===== src/rtl/clkdiv_pkg.sv =====
// Shared types and helpers for the programmable multi-channel clock divider.
package clkdiv_pkg;

  typedef enum logic [1:0] {
    ST_STOPPED = 2'd0,
    ST_LOW     = 2'd1,
    ST_HIGH    = 2'd2
  } ch_state_e;

  localparam int MIN_DIV = 32'sd2;

  function automatic int clog2(input int value);
    int res;
    int v;
    res = 32'sd0;
    v   = value - 32'sd1;
    while (v > 32'sd0) begin
      res = res + 32'sd1;
      v   = v >>> 1;
    end
    return res;
  endfunction

  function automatic int ch_width(input int num_ch);
    return (clog2(num_ch) < 32'sd1) ? 32'sd1 : clog2(num_ch);
  endfunction

endpackage


===== src/rtl/clkdiv_channel.sv =====
// One divider channel: state machine, period counter and pending divisor.
// The sync input exists only when CLKDIV_SYNC_EN is defined.
module clkdiv_channel
  import clkdiv_pkg::*;
#(
  parameter int DIV_W     = 16,
  parameter int RESET_DIV = 2
) (
  input  logic             clk,
  input  logic             rst_n,
  input  logic             wr_en,
  input  logic [DIV_W-1:0] wr_div,
`ifdef CLKDIV_SYNC_EN
  input  logic             sync,
`endif
  output logic             pend_o,
  output logic             clk_o,
  output logic             tick_o
);

  function automatic logic [DIV_W-1:0] norm_div(input logic [DIV_W-1:0] d);
    return (d == DIV_W'(1)) ? DIV_W'(MIN_DIV) : d;
  endfunction

  localparam logic [DIV_W-1:0] RST_DIV   = norm_div(DIV_W'(RESET_DIV));
  localparam ch_state_e        RST_STATE = (RESET_DIV == 0) ? ST_STOPPED : ST_LOW;

  ch_state_e        state_q, state_d;
  logic [DIV_W-1:0] cnt_q, cnt_d;
  logic [DIV_W-1:0] act_div_q, act_div_d;
  logic [DIV_W-1:0] pend_div_q, pend_div_d;
  logic             pend_flag_q, pend_flag_d;
  logic             clk_out_q, clk_out_d;
  logic             tick_q, tick_d;

  logic [DIV_W-1:0] hi_len_s, lo_len_s, new_div_s, next_div_s;
  logic             boundary_s, queue_wr_s;

  // Phase lengths; an odd divisor gets the extra cycle in the low phase.
  always_comb begin
    hi_len_s   = act_div_q >> 1;
    lo_len_s   = act_div_q - hi_len_s;
    new_div_s  = norm_div(wr_div);
    next_div_s = pend_flag_q ? pend_div_q : act_div_q;
    boundary_s = (state_q == ST_HIGH) && (cnt_q == hi_len_s - DIV_W'(1));
    queue_wr_s = wr_en && (state_q != ST_STOPPED);
  end

  // Next-state, counter and divisor update.
  always_comb begin
    state_d     = state_q;
    cnt_d       = cnt_q;
    act_div_d   = act_div_q;
    pend_div_d  = pend_div_q;
    pend_flag_d = pend_flag_q;
    clk_out_d   = clk_out_q;
    tick_d      = 1'b0;
`ifdef CLKDIV_SYNC_EN
    if (sync) begin
      // A write landing on the sync edge joins the realignment directly.
      act_div_d   = wr_en ? new_div_s : next_div_s;
      pend_flag_d = 1'b0;
      cnt_d       = '0;
      clk_out_d   = 1'b0;
      state_d     = ((wr_en ? new_div_s : next_div_s) == '0) ? ST_STOPPED : ST_LOW;
    end else begin
`endif
      case (state_q)
        ST_STOPPED: begin
          cnt_d     = '0;
          clk_out_d = 1'b0;
          if (wr_en) begin
            act_div_d = new_div_s;
            state_d   = (new_div_s == '0) ? ST_STOPPED : ST_LOW;
          end else begin
            state_d   = ST_STOPPED;
          end
        end
        ST_LOW: begin
          if (cnt_q == lo_len_s - DIV_W'(1)) begin
            state_d   = ST_HIGH;
            cnt_d     = '0;
            clk_out_d = 1'b1;
            tick_d    = 1'b1;
          end else begin
            cnt_d     = cnt_q + DIV_W'(1);
          end
        end
        ST_HIGH: begin
          if (boundary_s) begin
            act_div_d = next_div_s;
            cnt_d     = '0;
            clk_out_d = 1'b0;
            state_d   = (next_div_s == '0) ? ST_STOPPED : ST_LOW;
          end else begin
            cnt_d     = cnt_q + DIV_W'(1);
          end
        end
        default: begin
          state_d   = (act_div_q == '0) ? ST_STOPPED : ST_LOW;
          cnt_d     = '0;
          clk_out_d = 1'b0;
        end
      endcase
      // The boundary consumes the old pending value before a new write queues.
      pend_div_d  = queue_wr_s ? new_div_s : pend_div_q;
      pend_flag_d = queue_wr_s | (pend_flag_q & ~boundary_s);
`ifdef CLKDIV_SYNC_EN
    end
`endif
  end

  // Channel state register.
  always_ff @(posedge clk or negedge rst_n) begin
    if (!rst_n) begin
      state_q     <= RST_STATE;
      cnt_q       <= '0;
      act_div_q   <= RST_DIV;
      pend_div_q  <= '0;
      pend_flag_q <= 1'b0;
      clk_out_q   <= 1'b0;
      tick_q      <= 1'b0;
    end else begin
      state_q     <= state_d;
      cnt_q       <= cnt_d;
      act_div_q   <= act_div_d;
      pend_div_q  <= pend_div_d;
      pend_flag_q <= pend_flag_d;
      clk_out_q   <= clk_out_d;
      tick_q      <= tick_d;
    end
  end

  assign pend_o = pend_flag_q;
  assign clk_o  = clk_out_q;
  assign tick_o = tick_q;

endmodule


===== src/rtl/clock_divider_prog.sv =====
// Multi-channel runtime-programmable clock divider with glitch-free divisor updates.
// Defining CLKDIV_SYNC_EN adds the sync port for phase-aligning all channels.
module clock_divider_prog
  import clkdiv_pkg::*;
#(
  parameter int  NUM_CH    = 4,
  parameter int  DIV_W     = 16,
  parameter int  RESET_DIV = 2,
  localparam int CH_W      = ch_width(NUM_CH)
) (
  input  logic              clk,
  input  logic              rst_n,
  input  logic              wr_valid,
  output logic              wr_ready,
  input  logic [CH_W-1:0]   wr_ch,
  input  logic [DIV_W-1:0]  wr_div,
`ifdef CLKDIV_SYNC_EN
  input  logic              sync,
`endif
  output logic [NUM_CH-1:0] clk_out,
  output logic [NUM_CH-1:0] tick
);

  logic [NUM_CH-1:0] sel_s;
  logic [NUM_CH-1:0] pend_s;
  logic [NUM_CH-1:0] wr_en_s;

  // Out-of-range channel numbers select nothing, so they are always ready and dropped.
  assign wr_ready = ~|(pend_s & sel_s);

  for (genvar g = 0; g < NUM_CH; g++) begin : g_ch
    assign sel_s[g]   = (wr_ch == CH_W'(g));
    assign wr_en_s[g] = wr_valid & wr_ready & sel_s[g];

    clkdiv_channel #(
      .DIV_W     (DIV_W),
      .RESET_DIV (RESET_DIV)
    ) u_ch (
      .clk    (clk),
      .rst_n  (rst_n),
      .wr_en  (wr_en_s[g]),
      .wr_div (wr_div),
`ifdef CLKDIV_SYNC_EN
      .sync   (sync),
`endif
      .pend_o (pend_s[g]),
      .clk_o  (clk_out[g]),
      .tick_o (tick[g])
    );
  end

endmodule


===== config.mk =====
export PLATFORM = sky130hd
export DESIGN_NAME = clock_divider_prog
export DESIGN_NICKNAME = d
export VERILOG_FILES = /design/src/rtl/clkdiv_pkg.sv /design/src/rtl/clkdiv_channel.sv /design/src/rtl/clock_divider_prog.sv
export SDC_FILE = /design/constraint.sdc
export NUM_CORES = 1
export LEC_CHECK = 0
export CORE_ASPECT_RATIO = 0.6
export CORE_MARGIN = 2
export CORE_UTILIZATION = 60
export CTS_BUF_LIST = sky130_fd_sc_hd__clkbuf_16
export DETAILED_ROUTE_END_ITERATION = 16
export GPL_TIMING_DRIVEN = 0
export PLACE_DENSITY = 0.77
export SLEW_MARGIN = 20
export SYNTH_ARGS = -nofsm -noshare
export SYNTH_HDL_FRONTEND = slang
export SYNTH_SLANG_ARGS = --single-unit
export TNS_END_PERCENT = 20

===== constraint.sdc =====
create_clock -name clk -period 4.75 [get_ports clk]
set_input_delay 0.7125 -clock clk [delete_from_list [all_inputs] [get_ports clk]]
set_output_delay 0.7125 -clock clk [all_outputs]
set_load 0.005 [all_outputs]

* Word level (Yosys, flattened, before mapping) *
Cells that the tools add are included.

word-level totals
  bits in registers = 212
  latch bits = 0
  memory bits (writable) = 0
  bits in read-only memories = 0
  bits of input ports = 21
  output and inout port bits = 9
  logic and storage cells = 208
  memories = 0

cells by class
  add/sub/neg operators = 16
  $mul = 0
  divide/modulo/power cells = 0
  magnitude comparators = 0
  equal/unequal tests = 32
  shift operators = 0
  mux-type cells = 74
  bitwise operators = 18
  reductions and logical operators = 40

operators with widths
  operator                 count
  $mux W16                 21
  $pmux W16 S2             8
  $logic_not A16 Y1        9
  $eq A16 B16 Y1           8
  $add A16 B1 Y16 const B  4
  $sub A15 B1 Y16 const B  4
  $sub A16 B1 Y16 const B  4
  $sub A16 B15 Y16         4
  $mux W1                  27
  $ne A2 B1 Y1 const B     12
  $pmux W2 S3              4
  $mux W2                  10
  $eq A16 B1 Y1 const B    1
  $reduce_bool A2 Y1       8
  $eq A2 B2 Y1 const B     6
  $reduce_and A3 Y1        4
  $eq A2 B1 Y1 const B     5
  $logic_not A2 Y1         5
  $and A1 B1 Y1            9
  $logic_and A1 B1 Y1      8
  $pmux W1 S2              4
  $reduce_and A2 Y1        4
  $and A4 B4 Y4            1
  $not A1 Y1               4
  3 further kinds          6

* Depth between registers and ports, before layout *
  word-level depth = 8
  mapped depth = 14
  mapped depth without buffers = 12

* Cells and area by module *
A second synthesis with hierarchy kept.

second synthesis, totals
  cell total of the unflattened synthesis = 2,077
  area total of the unflattened synthesis = 17,925.9 um^2

by module, submodules not included
  module                              times used  cells an instance  area an instance (um^2)  sequential area each (um^2)
  clkdiv_channel at g_ch[2].u_ch ...  2           525                4,561.9                  1,303.8
  clkdiv_channel at g_ch[0].u_ch ...  2           510                4,370.4                  1,303.8
  clock_divider_prog                  1           7                  61.3                     0.0

* Worst setup path after synthesis *
OpenSTA, ideal clock, no wires.

  kind = register -> register
  start = reg g_ch[1].u_ch.act_div_q[1]
  end = reg g_ch[1].u_ch.cnt_q[10]
  setup time = 132 ps
  arrival time = 3,527 ps
  required time = 4,618 ps
  setup slack = 1,091 ps
  cell stages (with the launch flop) = 14
  buffers on the path = 1
  period minus slack after synthesis = 3,659 ps
  cell sequence = dfstp_2 inv_1 ha_1 fa_1 nand2b_1 a21oi_1 or3b_2 a211oi_1 o2111ai_1 nor4_1 a41oi_1 o21ai_1 clkbuf_1 nor2_1

on the way
  longest elaborated chain between the ends = 5
  elaborated cells on any way between the ends = 9
  those cells by class = 3 x add/sub; 2 x eq/ne; 3 x mux; 1 x reduce/logical

RTL lines
  element                                                       line                                        source
  from (decl)                                                   clkdiv_channel.sv:30                        logic [DIV_W-1:0] act_div_q, act_div_d;
  from (signal assigned)                                        clkdiv_channel.sv:126                       act_div_q <= act_div_d;
  $sub A16 B15 Y16 / $sub A15 B1 Y16 (equally long branches)    clkdiv_channel.sv:42, clkdiv_channel.sv:45
  $sub A16 B1 Y16 / $eq A16 B16 Y1 (equally long branches)      clkdiv_channel.sv:80, clkdiv_channel.sv:45
  $eq A16 B16 Y1 / $logic_and A1 B1 Y1 (equally long branches)  clkdiv_channel.sv:80, clkdiv_channel.sv:45
  $mux W16, on equally long branches                            clkdiv_channel.sv:80, clkdiv_channel.sv:90
  $pmux W16 S2 *                                                clkdiv_channel.sv:68                        case (state_q)
  named net g_ch[1].u_ch.cnt_d[10]                              clkdiv_channel.sv:29                        logic [DIV_W-1:0] cnt_q, cnt_d;
  to (signal assigned)                                          clkdiv_channel.sv:125                       cnt_q <= cnt_d;
  to (decl)                                                     clkdiv_channel.sv:29

The timed path passes the listed nets; every way through them passes the cells marked *.
A chain may end at the register's enable or synchronous reset.

* Worst setup path in the final report *
  start = reg g_ch[1].u_ch.act_div_q[1]
  end = reg g_ch[1].u_ch.cnt_q[12]

Same word-level chain as after synthesis.

==> results_dict.tcl <==
set metrics [dict create \
    root_buffer "clkbuf_16" \
    clock_skew_ns 0.0142 \
    path_cells "inv_1 > ha_1 > fa_1 > xnor3_1 > nor3_2 > o211ai_1 > a211oi_1 > o2111ai_1 > nor4_2 > a41oi_1 > o21ai_4 > clkbuf_2 > nor2_1" \
    crit_start "g_ch[1].u_ch.act_div_q[1]" \
    grt_max_degree 87 \
    fin_ws_ns 0.206 \
    post_cts_buffers 0 \
    ios 30 \
    synth_edf_count 0 \
    arrival_ns 4.96 \
    leakage_nw 8.27 \
    critPathRequiredTime_ns 5.17 \
    syn_inst 1891 \
    finalCritPeriodShare_pct 95.7 \
    totalWireLength_um 47000 \
    coreArea_um2 27600 \
    cts_buffers 22 \
    fmax_ghz 0.220 \
    cts_sinks 208 \
    mostFrequentLayoutCells "200 x dfrtp_1, 157 x ha_1, 151 x nand2_1" \
    hpwl_um 35900 \
    status "finished, final reports clean" \
    area_growth_pct 8.43 \
    dpl.cell_count 2274 \
    fp-row-count 47 \
    place_congestion 0.948 \
    yosysWarnings 0 \
    ys_types 89 \
    vdd_ir_drop_max_uv 256 \
    critPathKind "reg2reg" \
    finalHoldViolations 0 \
    die_area_um2 29600 \
    io_buffers 14 \
    fin_area_um2 18300 \
    wl_per_cell_um 20.3 \
    max_stage_delay_ns 0.63 \
    layout.nets 2113 \
    detail_route.iter0.violations 1711 \
    vias 14700 \
    post-route-min-period_ns 4.54 \
    first_pass_iters 5 \
    path_max_fanout 10 \
    cts_tree "done" \
    crit_end "g_ch[1].u_ch.cnt_q[12]" \
    cts_hold_buf 0 \
    fin_util_pct 66.4 \
    die_width_um 221 \
    slew_violations 0 \
    critPathCaptureType "register" \
    critPathSlowestCell "dfstp_2" \
    placedInstanceArea_um2 17600 \
    cap_viol_max_count 0 \
    path_clk_slew_ns 0.06 \
    multi_input_area_um2 10800 \
    antenna_left 0 \
    die_y_um 134 \
    start_util_pct 61.2 \
    htreeDepth 1 \
    seq_area_frac_synth_pct 30.8 \
    ff2ff_setup_slack_ns 0.21 \
    slew-limit-headroom_pct 40.4 \
    ctsLongestPathBuffers 3 \
    post_drt_via_cell_ratio 6.36 \
    reg2reg_to "g_ch[1].u_ch.cnt_q[12]" \
    grt_first_pass_wirelength_um 75500 \
    dp_slack_ns -0.316 \
    finalSetupViolCount 0 \
    grt_pass1_vias 13900 \
    fillers 2251 \
    start_kind "register" \
    grt_usage_pct 32.1 \
    p_per_area_nw_per_um2 215 \
    rsz0062_at_grt "no" \
    worstRegToRegCells 13 \
    fin_cells 2314 \
    synth-seq-cells 208 \
    tightest_slew_ns 0.872 \
    drive_above_1_share_pct 8.47 \
    clk_latency_ns 0.53 \
    final_common_cell "dfrtp_1" \
    synth_ff_type "dfrtp_1" \
    synth_fp_nets 2073 \
    drc_errors 0 \
    antenna_found_initial 0 \
    seqCellArea_um2 5220 \
    num_antenna_cells 0 \
    hp-class "in2async" \
    syn_area_per_cell_um2 8.94 \
    holdWs_ns 0.0805 \
    timing.rr.start "g_ch[1].u_ch.act_div_q[1]" \
    grt.overflow.total 0 \
    netlist_area_um2 16900 \
    async_reset_ff_share_pct 100 \
]
==> metrics by stage <==
| stage | total power [mW] | setup TNS, ns |
|---|---|---|
| after floorplan | 2.05 | 0 |
| after global placement | 2.15 | -1190.60 |
| after detailed placement | 2.16 | -2.96 |
| after CTS | 3.96 | 0 |
| after global routing | 4.06 | 0 |
| final | 3.95 | 0 |
==> Yosys cell counts, types with 10 or more instances <==
cell         n  area (um2)
dfrtp_1    200        5000
ha_1       157        1960
nand2_1    151         567
xnor2_1    134        1170
nor2_1     128         480
inv_1      125         469
xor2_1     100         876
nand3_1     66         330
a21oi_1     65         325
clkbuf_1    55         206
o21ai_0     53         265
o22ai_1     51         319
mux2_2      50         563
nor4_1      50         313
and3_1      38         238
a2bb2oi_1   37         324
nor2b_1     33         206
nor3_1      32         160
nand4_1     24         150
nand2b_1    22         138
and4_1      16         140
a211oi_1    14         105
a22oi_1     13        97.6
buf_2       12        60.1
o211ai_1    12        90.1
a221o_1     11         110
a31oi_1     11        68.8
o2111ai_1   11        96.3
o31ai_1     11        82.6
a2bb2oi_2   10         150
buf_4       10        75.1
nor3b_1     10        75.1
or3_1       10        62.6
==> timing repair <==
item / 4_1_cts / 5_1_grt
setup endpoints to repair: 10 / 37
resized for setup: 2 / 5
cloned: 0 / 0
==> how the worst min path moves through the flow <==
| stage | start | end | slack (ns) |
|---|---|---|---|
| global placement | g_ch[2].u_ch.pend_div_q[7] | g_ch[2].u_ch.pend_div_q[7] | 0.49 |
| global route | rst_n | g_ch[2].u_ch.pend_div_q[10] | 0.11 |
| floorplan | rst_n | g_ch[0].u_ch.act_div_q[0] | 0.42 |
| detailed placement | g_ch[2].u_ch.pend_div_q[8] | g_ch[2].u_ch.pend_div_q[8] | 0.49 |
| finish | rst_n | g_ch[2].u_ch.act_div_q[11] | 0.08 |
| CTS | rst_n | g_ch[1].u_ch.act_div_q[4] | 0.09 |
==> worst max-delay path: cells and delay by family, from the launching register on <==
kind                       cells  cell delay [ns]
AOI/OAI and AO/OA              5             1.48
and+or+nand+nor                3             0.84
adders and majority gates      2             0.70
DFF                            1             0.63
buffers and inverters          2             0.42
xor gates and xnor gates       1             0.36
==> state kept, by name, indices dropped and copies added, names as in the netlist <==
signal / flops
g_ch.u_ch.pend_o: 4
g_ch.u_ch.tick_o: 4
g_ch.u_ch.clk_o: 3
g_ch.u_ch.state_q: 5
g_ch.u_ch.pend_div_q: 64
g_ch.u_ch.cnt_q: 64
g_ch.u_ch.act_div_q: 64
==> final cells by class <==
cell class | count | area share (%)
Buffer | 90 | 2.22
Clock buffer | 23 | 3.14
Clock inverter | 17 | 0.880
Inverter | 126 | 2.58
Multi-Input combinational cell | 1467 | 59.2
Sequential cell | 208 | 28.4
Tap cell | 367 | 2.50
Timing Repair Buffer | 16 | 1.09
==> layer usage <==
layer,share of wire (%),track usage (%),vias up
li1,-,-,6823
met1,48,50.5,7201
met2,40,44.6,633
met3,9.9,7.60,61
met4,1.8,6.07,0
met5,0,0,-
==> report_power, final <==
part           internal [mW]  total (mW)  leakage, nW  switching, mW
registers               1.84        1.90         2.78         0.0629
clock network           1.04        1.81        0.382          0.767
logic                 0.0986       0.233         5.11          0.134
total                   2.98        3.95         8.27          0.965
==> cell families after synthesis <==
kind of cell    after synthesis  synth area share (%)
compound gates              397                  17.2
xor+xnor                    235                  12.2
fa+ha+maj                   161                  12.1
buf+inv                     216                  5.20
flops                       208                  30.8
mux                          56                  3.68
simple gates                618                  18.7
(Power assumes the default switching activity.)
